$ cat src/rtl/fma_round_pack_pkg.sv
`default_nettype none
// ============================================================================
//  Module      : fma_pkg
//  Description : Shared FP32 field widths, rounding modes, special encodings
//                and stage structure for the FMA round/pack block.
//  Revision    : 1.0 - initial release
// ============================================================================
package fma_pkg;

    localparam int EXP_W  = 8;
    localparam int FRAC_W = 23;
    localparam int SIG_W  = FRAC_W + 1;
    localparam int MANT_W = SIG_W + 3;
    localparam int WORD_W = 1 + EXP_W + FRAC_W;

    localparam logic [EXP_W:0] EXP_MAX = 9'd255;

    typedef enum logic [1:0] {
        RM_RNE = 2'b00,
        RM_RTZ = 2'b01,
        RM_RUP = 2'b10,
        RM_RDN = 2'b11
    } rnd_mode_e;

    // Magnitudes only; the sign bit is prepended at pack time.
    localparam logic [WORD_W-2:0] MAX_FINITE = 31'h7F7F_FFFF;
    localparam logic [WORD_W-2:0] INF        = 31'h7F80_0000;

    // Flag vectors are {overflow, underflow, inexact}.
    localparam logic [2:0] FLAGS_NONE = 3'b000;
    localparam logic [2:0] FLAGS_OVF  = 3'b101;
    localparam logic [2:0] FLAGS_UNF  = 3'b011;

    typedef struct packed {
        logic             sign;
        logic [EXP_W-1:0] exp;
        logic [SIG_W-1:0] sig;
        logic             inc;
        rnd_mode_e        mode;
        logic             is_zero;
        logic             ovf;
        logic             unf;
        logic             grs;
    } s1_t;

    function automatic logic [WORD_W-1:0] overflow_result(input rnd_mode_e mode,
                                                          input logic      sign);
        logic to_inf;
        case (mode)
            RM_RNE:  to_inf = 1'b1;
            RM_RTZ:  to_inf = 1'b0;
            RM_RUP:  to_inf = ~sign;
            default: to_inf = sign;
        endcase
        return {sign, (to_inf ? INF : MAX_FINITE)};
    endfunction

endpackage
`default_nettype wire

$ cat src/rtl/fma_round_pack_if.sv
`default_nettype none
// ============================================================================
//  Module      : fma_round_pack_if
//  Description : Input/output handshake bundle of the FMA round/pack stage.
//  Revision    : 1.0 - initial release
// ============================================================================
interface fma_round_pack_if;
    import fma_pkg::*;

    logic                 in_valid;
    logic                 in_ready;
    logic                 in_sign;
    logic [EXP_W-1:0]     in_exp;
    logic                 in_exc;
    logic [MANT_W-1:0]    in_mant;
    logic [1:0]           rnd_mode;
    logic                 out_valid;
    logic                 out_ready;
    logic [WORD_W-1:0]    out_result;
    logic [2:0]           out_flags;

    // Environment side: produces operands, consumes results.
    modport master (
        output in_valid, in_sign, in_exp, in_exc, in_mant, rnd_mode, out_ready,
        input  in_ready, out_valid, out_result, out_flags
    );

    // Round/pack block side.
    modport slave (
        input  in_valid, in_sign, in_exp, in_exc, in_mant, rnd_mode, out_ready,
        output in_ready, out_valid, out_result, out_flags
    );

endinterface
`default_nettype wire

$ cat src/rtl/fma_round_pack_round_decide.sv
`default_nettype none
// ============================================================================
//  Module      : round_decide
//  Description : Combinational round-increment decision from mode, sign and
//                the L/G/R/S bits of the normalised significand.
//  Revision    : 1.0 - initial release
// ============================================================================
module round_decide
    import fma_pkg::*;
(
    input  rnd_mode_e mode,
    input  logic      sign,
    input  logic      lsb,
    input  logic      guard,
    input  logic      round_bit,
    input  logic      sticky,
    output logic      inc
);

    logic w_any;

    always_comb begin
        w_any = guard | round_bit | sticky;
        inc   = 1'b0;
        case (mode)
            // Tie (G=1, R=S=0) rounds up only when it makes the LSB even.
            RM_RNE:  inc = guard & (round_bit | sticky | lsb);
            RM_RTZ:  inc = 1'b0;
            RM_RUP:  inc = ~sign & w_any;
            RM_RDN:  inc = sign & w_any;
            default: inc = 1'b0;
        endcase
    end

endmodule
`default_nettype wire

$ cat src/rtl/fma_round_pack.sv
`default_nettype none
// ============================================================================
//  Module      : fma_round_pack
//  Description : Two-stage FP32 rounding and packing back end of an FMA:
//                S1 decides the increment, S2 applies carry and packs.
//  Revision    : 1.0 - initial release
// ============================================================================
module fma_round_pack
    import fma_pkg::*;
(
    input  logic                clk,
    input  logic                rst_n,
    fma_round_pack_if.slave     bus
);

    rnd_mode_e          w_mode;
    logic               w_inc;
    logic               w_s1_adv;
    logic               w_s2_adv;
    s1_t                w_s1_next;
    s1_t                r_s1;
    logic               r_s1_valid;
    logic               r_s2_valid;
    logic [WORD_W-1:0]  r_result;
    logic [2:0]         r_flags;

    logic [SIG_W:0]     w_sum;
    logic               w_carry;
    logic [FRAC_W-1:0]  w_frac;
    logic [EXP_W:0]     w_exp9;
    logic               w_ovf;
    logic [WORD_W-1:0]  w_result;
    logic [2:0]         w_flags;

    // S2 is the output register, so its advance is the downstream handshake.
    assign w_s2_adv     = ~r_s2_valid | bus.out_ready;
    assign w_s1_adv     = ~r_s1_valid | w_s2_adv;
    assign bus.in_ready = w_s1_adv;

    assign w_mode = rnd_mode_e'(bus.rnd_mode);

    round_decide u_round_decide (
        .mode      (w_mode),
        .sign      (bus.in_sign),
        .lsb       (bus.in_mant[3]),
        .guard     (bus.in_mant[2]),
        .round_bit (bus.in_mant[1]),
        .sticky    (bus.in_mant[0]),
        .inc       (w_inc)
    );

    always_comb begin
        w_s1_next         = '0;
        w_s1_next.sign    = bus.in_sign;
        w_s1_next.exp     = bus.in_exp;
        w_s1_next.sig     = bus.in_mant[MANT_W-1:3];
        w_s1_next.inc     = w_inc;
        w_s1_next.mode    = w_mode;
        w_s1_next.is_zero = (bus.in_mant == '0);
        w_s1_next.ovf     = bus.in_exc | (bus.in_exp == EXP_MAX[EXP_W-1:0]);
        w_s1_next.unf     = (bus.in_exp == '0);
        w_s1_next.grs     = |bus.in_mant[2:0];
    end

    always_ff @(posedge clk or negedge rst_n) begin
        if (!rst_n) begin
            r_s1_valid <= 1'b0;
            r_s1       <= '0;
        end else if (w_s1_adv) begin
            r_s1_valid <= bus.in_valid;
            if (bus.in_valid) begin
                r_s1 <= w_s1_next;
            end
        end
    end

    // Carry out of the 24-bit significand means 1.11..1 rounded to 10.00..0.
    always_comb begin
        w_sum    = {1'b0, r_s1.sig} + {{SIG_W{1'b0}}, r_s1.inc};
        w_carry  = w_sum[SIG_W];
        w_frac   = w_carry ? w_sum[SIG_W-1:1] : w_sum[FRAC_W-1:0];
        w_exp9   = {1'b0, r_s1.exp} + {{EXP_W{1'b0}}, w_carry};
        w_ovf    = r_s1.ovf | (w_exp9 >= EXP_MAX);
        w_result = {r_s1.sign, w_exp9[EXP_W-1:0], w_frac};
        w_flags  = {2'b00, r_s1.grs};
        if (r_s1.is_zero) begin
            w_result = {r_s1.sign, {(WORD_W-1){1'b0}}};
            w_flags  = FLAGS_NONE;
        end else if (w_ovf) begin
            w_result = overflow_result(r_s1.mode, r_s1.sign);
            w_flags  = FLAGS_OVF;
        end else if (r_s1.unf) begin
            w_result = {r_s1.sign, {(WORD_W-1){1'b0}}};
            w_flags  = FLAGS_UNF;
        end
    end

    always_ff @(posedge clk or negedge rst_n) begin
        if (!rst_n) begin
            r_s2_valid <= 1'b0;
            r_result   <= '0;
            r_flags    <= '0;
        end else if (w_s2_adv) begin
            r_s2_valid <= r_s1_valid;
            if (r_s1_valid) begin
                r_result <= w_result;
                r_flags  <= w_flags;
            end
        end
    end

    assign bus.out_valid  = r_s2_valid;
    assign bus.out_result = r_result;
    assign bus.out_flags  = r_flags;

endmodule
`default_nettype wire

$ cat src/flat_wrapper.sv
// flat-port wrapper written by rule: the top's interface ports become plain ports
module fma_round_pack_flat import fma_pkg::*;
  (clk, rst_n, bus_in_valid, bus_in_sign, bus_in_exp, bus_in_exc, bus_in_mant, bus_rnd_mode, bus_out_ready, bus_in_ready, bus_out_valid, bus_out_result, bus_out_flags);
  fma_round_pack_if bus_i ();
  input  logic clk;
  input  logic rst_n;
  input wire logic [$bits(bus_i.in_valid)-1:0] bus_in_valid;
  input wire logic [$bits(bus_i.in_sign)-1:0] bus_in_sign;
  input wire logic [$bits(bus_i.in_exp)-1:0] bus_in_exp;
  input wire logic [$bits(bus_i.in_exc)-1:0] bus_in_exc;
  input wire logic [$bits(bus_i.in_mant)-1:0] bus_in_mant;
  input wire logic [$bits(bus_i.rnd_mode)-1:0] bus_rnd_mode;
  input wire logic [$bits(bus_i.out_ready)-1:0] bus_out_ready;
  output wire logic [$bits(bus_i.in_ready)-1:0] bus_in_ready;
  output wire logic [$bits(bus_i.out_valid)-1:0] bus_out_valid;
  output wire logic [$bits(bus_i.out_result)-1:0] bus_out_result;
  output wire logic [$bits(bus_i.out_flags)-1:0] bus_out_flags;
  assign bus_i.in_valid = bus_in_valid;
  assign bus_i.in_sign = bus_in_sign;
  assign bus_i.in_exp = bus_in_exp;
  assign bus_i.in_exc = bus_in_exc;
  assign bus_i.in_mant = bus_in_mant;
  assign bus_i.rnd_mode = bus_rnd_mode;
  assign bus_i.out_ready = bus_out_ready;
  assign bus_in_ready = bus_i.in_ready;
  assign bus_out_valid = bus_i.out_valid;
  assign bus_out_result = bus_i.out_result;
  assign bus_out_flags = bus_i.out_flags;
  fma_round_pack u_core (.clk(clk), .rst_n(rst_n), .bus(bus_i));
endmodule
$ cat config.mk
export PLATFORM = sky130hd
export DESIGN_NAME = fma_round_pack_flat
export DESIGN_NICKNAME = d
export VERILOG_FILES = /design/src/rtl/fma_round_pack_pkg.sv /design/src/rtl/fma_round_pack_if.sv /design/src/rtl/fma_round_pack_round_decide.sv /design/src/rtl/fma_round_pack.sv /design/src/flat_wrapper.sv
export SDC_FILE = /design/constraint.sdc
export NUM_CORES = 1
export LEC_CHECK = 0
export BUFFER_PORTS_ARGS = -buffer_cell sky130_fd_sc_hd__buf_2
export CAP_MARGIN = 10
export CORE_MARGIN = 5
export CORE_UTILIZATION = 55
export DETAILED_ROUTE_END_ITERATION = 6
export GPL_TIMING_DRIVEN = 0
export HOLD_SLACK_MARGIN = 0.08
export PLACE_DENSITY_LB_ADDON = 0.05
export REMOVE_ABC_BUFFERS = 1
export SYNTH_ARGS = -nofsm -noshare
export SYNTH_HDL_FRONTEND = slang
export SYNTH_SLANG_ARGS = --single-unit
$ cat constraint.sdc
create_clock -name clk -period 4 [get_ports clk]
set_input_delay 0 -clock clk [delete_from_list [all_inputs] [get_ports clk]]
set_output_delay 0 -clock clk [all_outputs]
set_load 0.005 [all_outputs]
Word level (Yosys, flattened, before mapping)
Index checks and enable logic that the tools add are counted.
Storage, ports and cells
  register bits after elaboration: 77
  output and inout bits: 37
  logic and storage cells: 56
  input bits: 43
Operators by class
  bitwise operators: 15
  mux-type cells: 12
  reduce and logical (&&, ||, !) cells: 7
  order comparisons: 1
  $add $sub $neg: 2
  equal/unequal tests: 6
Operator list (count)
  31-bit two-way mux: 3
  27-bit zero test: 1
  24-bit by 1-bit adder with 25-bit output: 1
  24-bit two-way mux: 1
  23-bit two-way mux: 1
  8-bit by 1-bit adder with 9-bit output: 1
  9-bit by 8-bit greater-or-equal comparator with 1-bit output (second input constant): 1
  8-bit == test (second input constant): 1
  8-bit zero test: 1
  1-bit OR: 8
  2-bit == test (second input constant): 3
  3-bit two-way mux: 2
  2-bit by 1-bit == test with 1-bit output (second input constant): 2
  2-bit zero test: 2
  1-bit NOT: 4
  1-bit case mux with 4 select lines: 1
  2-bit AND reduction: 2
  1-bit bitwise AND: 3
  1-bit case mux with 3 select lines: 1
  3-bit OR reduction: 1
  1-bit two-way mux: 2
  2-bit two-way mux: 1

Depth between registers and ports, before layout
  depth in word-level cells: 9
  gate-level depth with buffers: 13
  mapped depth without buffers: 13

Modules after synthesis
Synthesis repeated with hierarchy kept, for this count alone.
Unflattened totals
  cell total of the unflattened synthesis: 381
  area total of the unflattened synthesis: 3976.3 um^2
Modules (own cells, without submodules)
  fma_round_pack: area each 3942.5 um^2, instances 1, cells each 375
  round_decide: area each 33.8 um^2, instances 1, cells each 6

Worst setup path before layout
Ideal clock, no wire load.
  path kind: register to register
  start: register u_core.r_s1[6] in the netlist's numbering
  end: register u_core.r_result[10], in the netlist u_core.bus.out_result[10]
  cell stages (with the launch flop): 14
  slack: 0.904 ns
  arrival: 2.975 ns
  clock period less this slack: 3.096 ns
  cells stage by stage: dfrtp_1 > ha_1 > ha_1 > nand2_1 > nor4_1 > nand3_2 > inv_1 > ha_1 > nand3_1 > xnor2_1 > a311o_4 > a41oi_4 > o21ai_1 > a22o_1
Between the ends
  longest elaborated chain between the ends: 6
Ends and longest elaborated chain
  from (decl): RTL line fma_round_pack.sv:21  | s1_t r_s1;
  from (signal assigned): RTL line fma_round_pack.sv:72  | r_s1 <= w_s1_next;
  24-bit by 1-bit adder with 25-bit output *: RTL line fma_round_pack.sv:79  | w_sum = {1'b0, r_s1.sig} + {{SIG_W{1'b0}}, r_s1.inc};
  8-bit by 1-bit adder with 9-bit output: RTL line fma_round_pack.sv:82  | w_exp9 = {1'b0, r_s1.exp} + {{EXP_W{1'b0}}, w_carry};
  9-bit by 8-bit greater-or-equal comparator with 1-bit output: RTL line fma_round_pack.sv:83  | w_ovf = r_s1.ovf | (w_exp9 >= EXP_MAX);
  1-bit OR: RTL line fma_round_pack.sv:83
  31-bit two-way mux *: RTL line fma_round_pack.sv:89  | end else if (w_ovf) begin
  31-bit two-way mux *: RTL line fma_round_pack.sv:86  | if (r_s1.is_zero) begin
  to (signal assigned): RTL line fma_round_pack.sv:106  | r_result <= w_result;
  to (decl): RTL line fma_round_pack.sv:24  | logic [WORD_W-1:0] r_result;
Every way passes the cells marked *; elsewhere a longest branch is shown, timed or not.
A chain may end at the register's enable or synchronous reset.

Worst setup path after layout
  start: register u_core.r_s1[6] in the netlist's numbering
  end: register u_core.r_result[12], in the netlist u_core.bus.out_result[12]
The elaborated chain is that of the path after synthesis.

==> impl_metrics.env <==
export IMPL_status="finished clean"
export IMPL_final_nets=521
export IMPL_cts_reportedPaths_clkPinSlew_ns=0.07
export IMPL_grt_usage_pct=22.3
export IMPL_total_power_mw=2.25
export IMPL_htree_num_levels=3
export IMPL_netlist_instances=353
export IMPL_firstDrtPassIters=4
export IMPL_synthAdderAreaFrac_pct=1.28
export IMPL_synth_top_area_share_pct=49.2
export IMPL_tightest_slew_ns=0.918
export IMPL_grt_pass1_vias=3085
export IMPL_hpwl_mm=6.34
export IMPL_dieArea_mm2=0.00891
export IMPL_relSlewSlack_pct=38.6
export IMPL_ant_nets=0
export IMPL_rows=30
export IMPL_finalWirelength_mm=9.81
export IMPL_gp_congestion=0.869
export IMPL_drive_gt1_share_pct=30.9
export IMPL_synth_seq_cells=77
export IMPL_worst_clock_skew_ns=0.00958
export IMPL_synth_distinct_cells=45
export IMPL_clock_path_buffers=2
export IMPL_timing_fmax_ghz=0.270
export IMPL_die_h_um=94.4
export IMPL_hold_viol_final=0
export IMPL_synth_top_family_by_area="compound AO/OA/AOI/OAI gates"
export IMPL_grt_pass1_wl_mm=15.3
export IMPL_io_pins=80
export IMPL_avgSynthCellArea_um2=11.1
export IMPL_synth_compound_area_share_pct=15.0
export IMPL_routed_via_density=5.57
export IMPL_cts_buffers=9
export IMPL_peakVddDrop_uv=253
export IMPL_yosys_top_cells_area="dfrtp_1 (49%), mux2_2 (10%), a22o_1 (6.3%)"
export IMPL_drv_slew=0
export IMPL_arrival_ns=3.95
export IMPL_syn_to_final_growth_pct=31.1
export IMPL_vias=3200
export IMPL_worstPathMaxFanout=8
export IMPL_fin_worst_hold_slack_ns=0.140
export IMPL_cp_end_kind="register"
export IMPL_cts_num_sinks=77
export IMPL_cp_start_kind="register"
export IMPL_post_cts_buffers=0
export IMPL_initial_core_util_pct=57.0
export IMPL_criticalPathCategory="reg -> reg"
export IMPL_fin_area_mm2=0.00513
export IMPL_insertion_delay_ns=0.35
export IMPL_die_w_um=94.4
export IMPL_ys_async_sr_fraction_pct=100
export IMPL_yosys_warnings=0
export IMPL_antenna_found_initial=0
export IMPL_ys_seq_area_share_pct=49.2
export IMPL_fp_coreArea_mm2=0.00687
export IMPL_finalSetupViolCount=0
export IMPL_wl_per_cell_um=17.1
export IMPL_cellLeakagePower_nw=2.24
export IMPL_synth_edff_count=0
export IMPL_drv_cap=0
export IMPL_synthFlopType="dfrtp_1"
export IMPL_synth_mux_area_share_pct=10.6
export IMPL_drt_iter0_drc=170
export IMPL_synth_area_mm2=0.00392
export IMPL_hold_class="in -> async"
export IMPL_fin_crit_sh_pct=92.7
export IMPL_cts_root_buf="clkbuf_8"
export IMPL_rsz0062_at_grt="no"
export IMPL_synth_largest_area_cell="dfrtp_1"
export IMPL_synth_xor_area_share_pct=6.71
export IMPL_grt_overflow_total=0
export IMPL_period_minus_slack_ns=3.71
export IMPL_drc=0
export IMPL_grt_start_max_net_pins=46
export IMPL_io_buffers=79
export IMPL_power_density_mw_per_mm2=439
export IMPL_yosys_area_share_simple_pct=14.8
export IMPL_cp_data_required_time_ns=4.24
export IMPL_placedInstanceArea_mm2=0.00437
export IMPL_cts_tree="built"
export IMPL_diodes=0
[per-stage QoR]
step           utilization [%]  instances  setup slack [ns]  TNS (ns)
5_1_grt                   74.7        575            0.0636         0
2_1_floorplan                -        336             0.698         0
3_3_place_gp              63.3        511           -0.0363   -0.0574
6_report                  74.7        575             0.293         0
3_5_place_dp              63.7        512           -0.0818    -0.359
4_1_cts                   73.5        572            0.0484         0
[where the power goes]
part           total (mW)  internal (mW)  switching [mW]
clock network       0.652          0.383           0.268
logic               0.545          0.292           0.253
registers            1.06          0.926           0.131
total                2.25           1.60           0.652
[registers in the layout, indices dropped and copies added, names as in the netlist]
name	cells
u_core.r_s1	40
u_core.bus.out_valid	1
u_core.bus.out_result	32
u_core.r_s1_valid	1
u_core.bus.out_flags	3
[cell usage after synthesis (all sizes together) (5+ instances only)]
| master | instances |
|---|---|
| a21oi | 6 |
| nand2 | 29 |
| clkbuf | 11 |
| nand2b | 5 |
| xnor2 | 14 |
| o21ai | 34 |
| buf | 6 |
| nor4 | 14 |
| dfrtp | 77 |
| nand3 | 16 |
| xor2 | 16 |
| nor2 | 14 |
| nor3 | 5 |
| a22o | 28 |
| mux2 | 36 |
| nand4 | 8 |
[logic make-up (layout without fill, tap and decap cells)]
logic type / after synthesis / after routing
AO/OA/AOI/OAI: 80 / 82
flip-flops: 77 / 77
AND/OR/NAND/NOR: 104 / 104
XOR/XNOR: 30 / 30
multiplexers: 37 / 37
adder cells (fa/ha/maj): 4 / 4
buffers and inverters: 21 / 145
[worst max-delay path, cell delays in order, from the launching register on]
cell,delay [ns]
dfrtp_1,0.37
ha_1,0.22
ha_1,0.25
nand2_1,0.14
nor4_2,0.35
nand3_2,0.19
inv_1,0.14
ha_1,0.25
nand3_1,0.19
xnor2_1,0.31
a311o_4,0.55
a41oi_4,0.28
o21ai_1,0.15
a22o_1,0.23
[per-layer routing]
metal	global-route usage [%]	part of all wire [%]	wire length [um]	vias up
li1	-	-	-	1558
met1	31.6	46	4500	1550
met2	34.5	47	4640	84
met3	4.06	5.5	544	8
met4	7.58	1.3	125	0
met5	0	0	0	-
[layout make-up]
class,instances,area [um^2]
sequential,77,1930
multi-input combinational,257,1960
fill,512,1740
timing repair buffer,125,886
inverter,4,15.0
clock buffer,12,155
tap,96,120
clock inverter,4,70.1
[path summary, 6_finish.rpt]
kind                                              start                   endpoint  slack (ns)  cells past startpoint
worst max-delay path                     u_core.r_s1[6]  u_core.bus.out_result[12]        0.29                     13
worst min-delay path                              rst_n  u_core.bus.out_result[28]        0.14                      2
worst max register to register           u_core.r_s1[6]  u_core.bus.out_result[12]        0.29                     13
worst min register to register  u_core.bus.out_flags[0]    u_core.bus.out_flags[0]        0.48                      1
max in group asynchronous                         rst_n             u_core.r_s1[3]        3.29                      3
min in group clk                         bus_in_mant[1]             u_core.r_s1[6]        0.20                      4
[placed cells by master (no fill, tap or decap), drive strengths merged, types with 2 or more instances in the layout]
cell type,instances
buf,81
dfrtp,77
dlygate4sd3,44
mux2,36
o21ai,34
nand2,29
a22o,28
xor2,16
nand3,16
nor2,14
xnor2,14
nor4,14
clkbuf,12
nand4,8
a21oi,7
nand2b,5
nor3,5
inv,4
ha,4
and4,3
and3,3
nor4bb,2
a311oi,2
o31ai,2
a21o,2
clkinv,2
bufinv,2
a41oi,2
[what timing repair did]
item,CTS,global route
resized for setup,1,4
hold buffers,44,0
pin swaps,0,2
endpoints found under the hold margin,119,0
setup endpoints to repair,12,28
gates cloned,0,2
No activity file was read; power rests on OpenSTA's default activity.
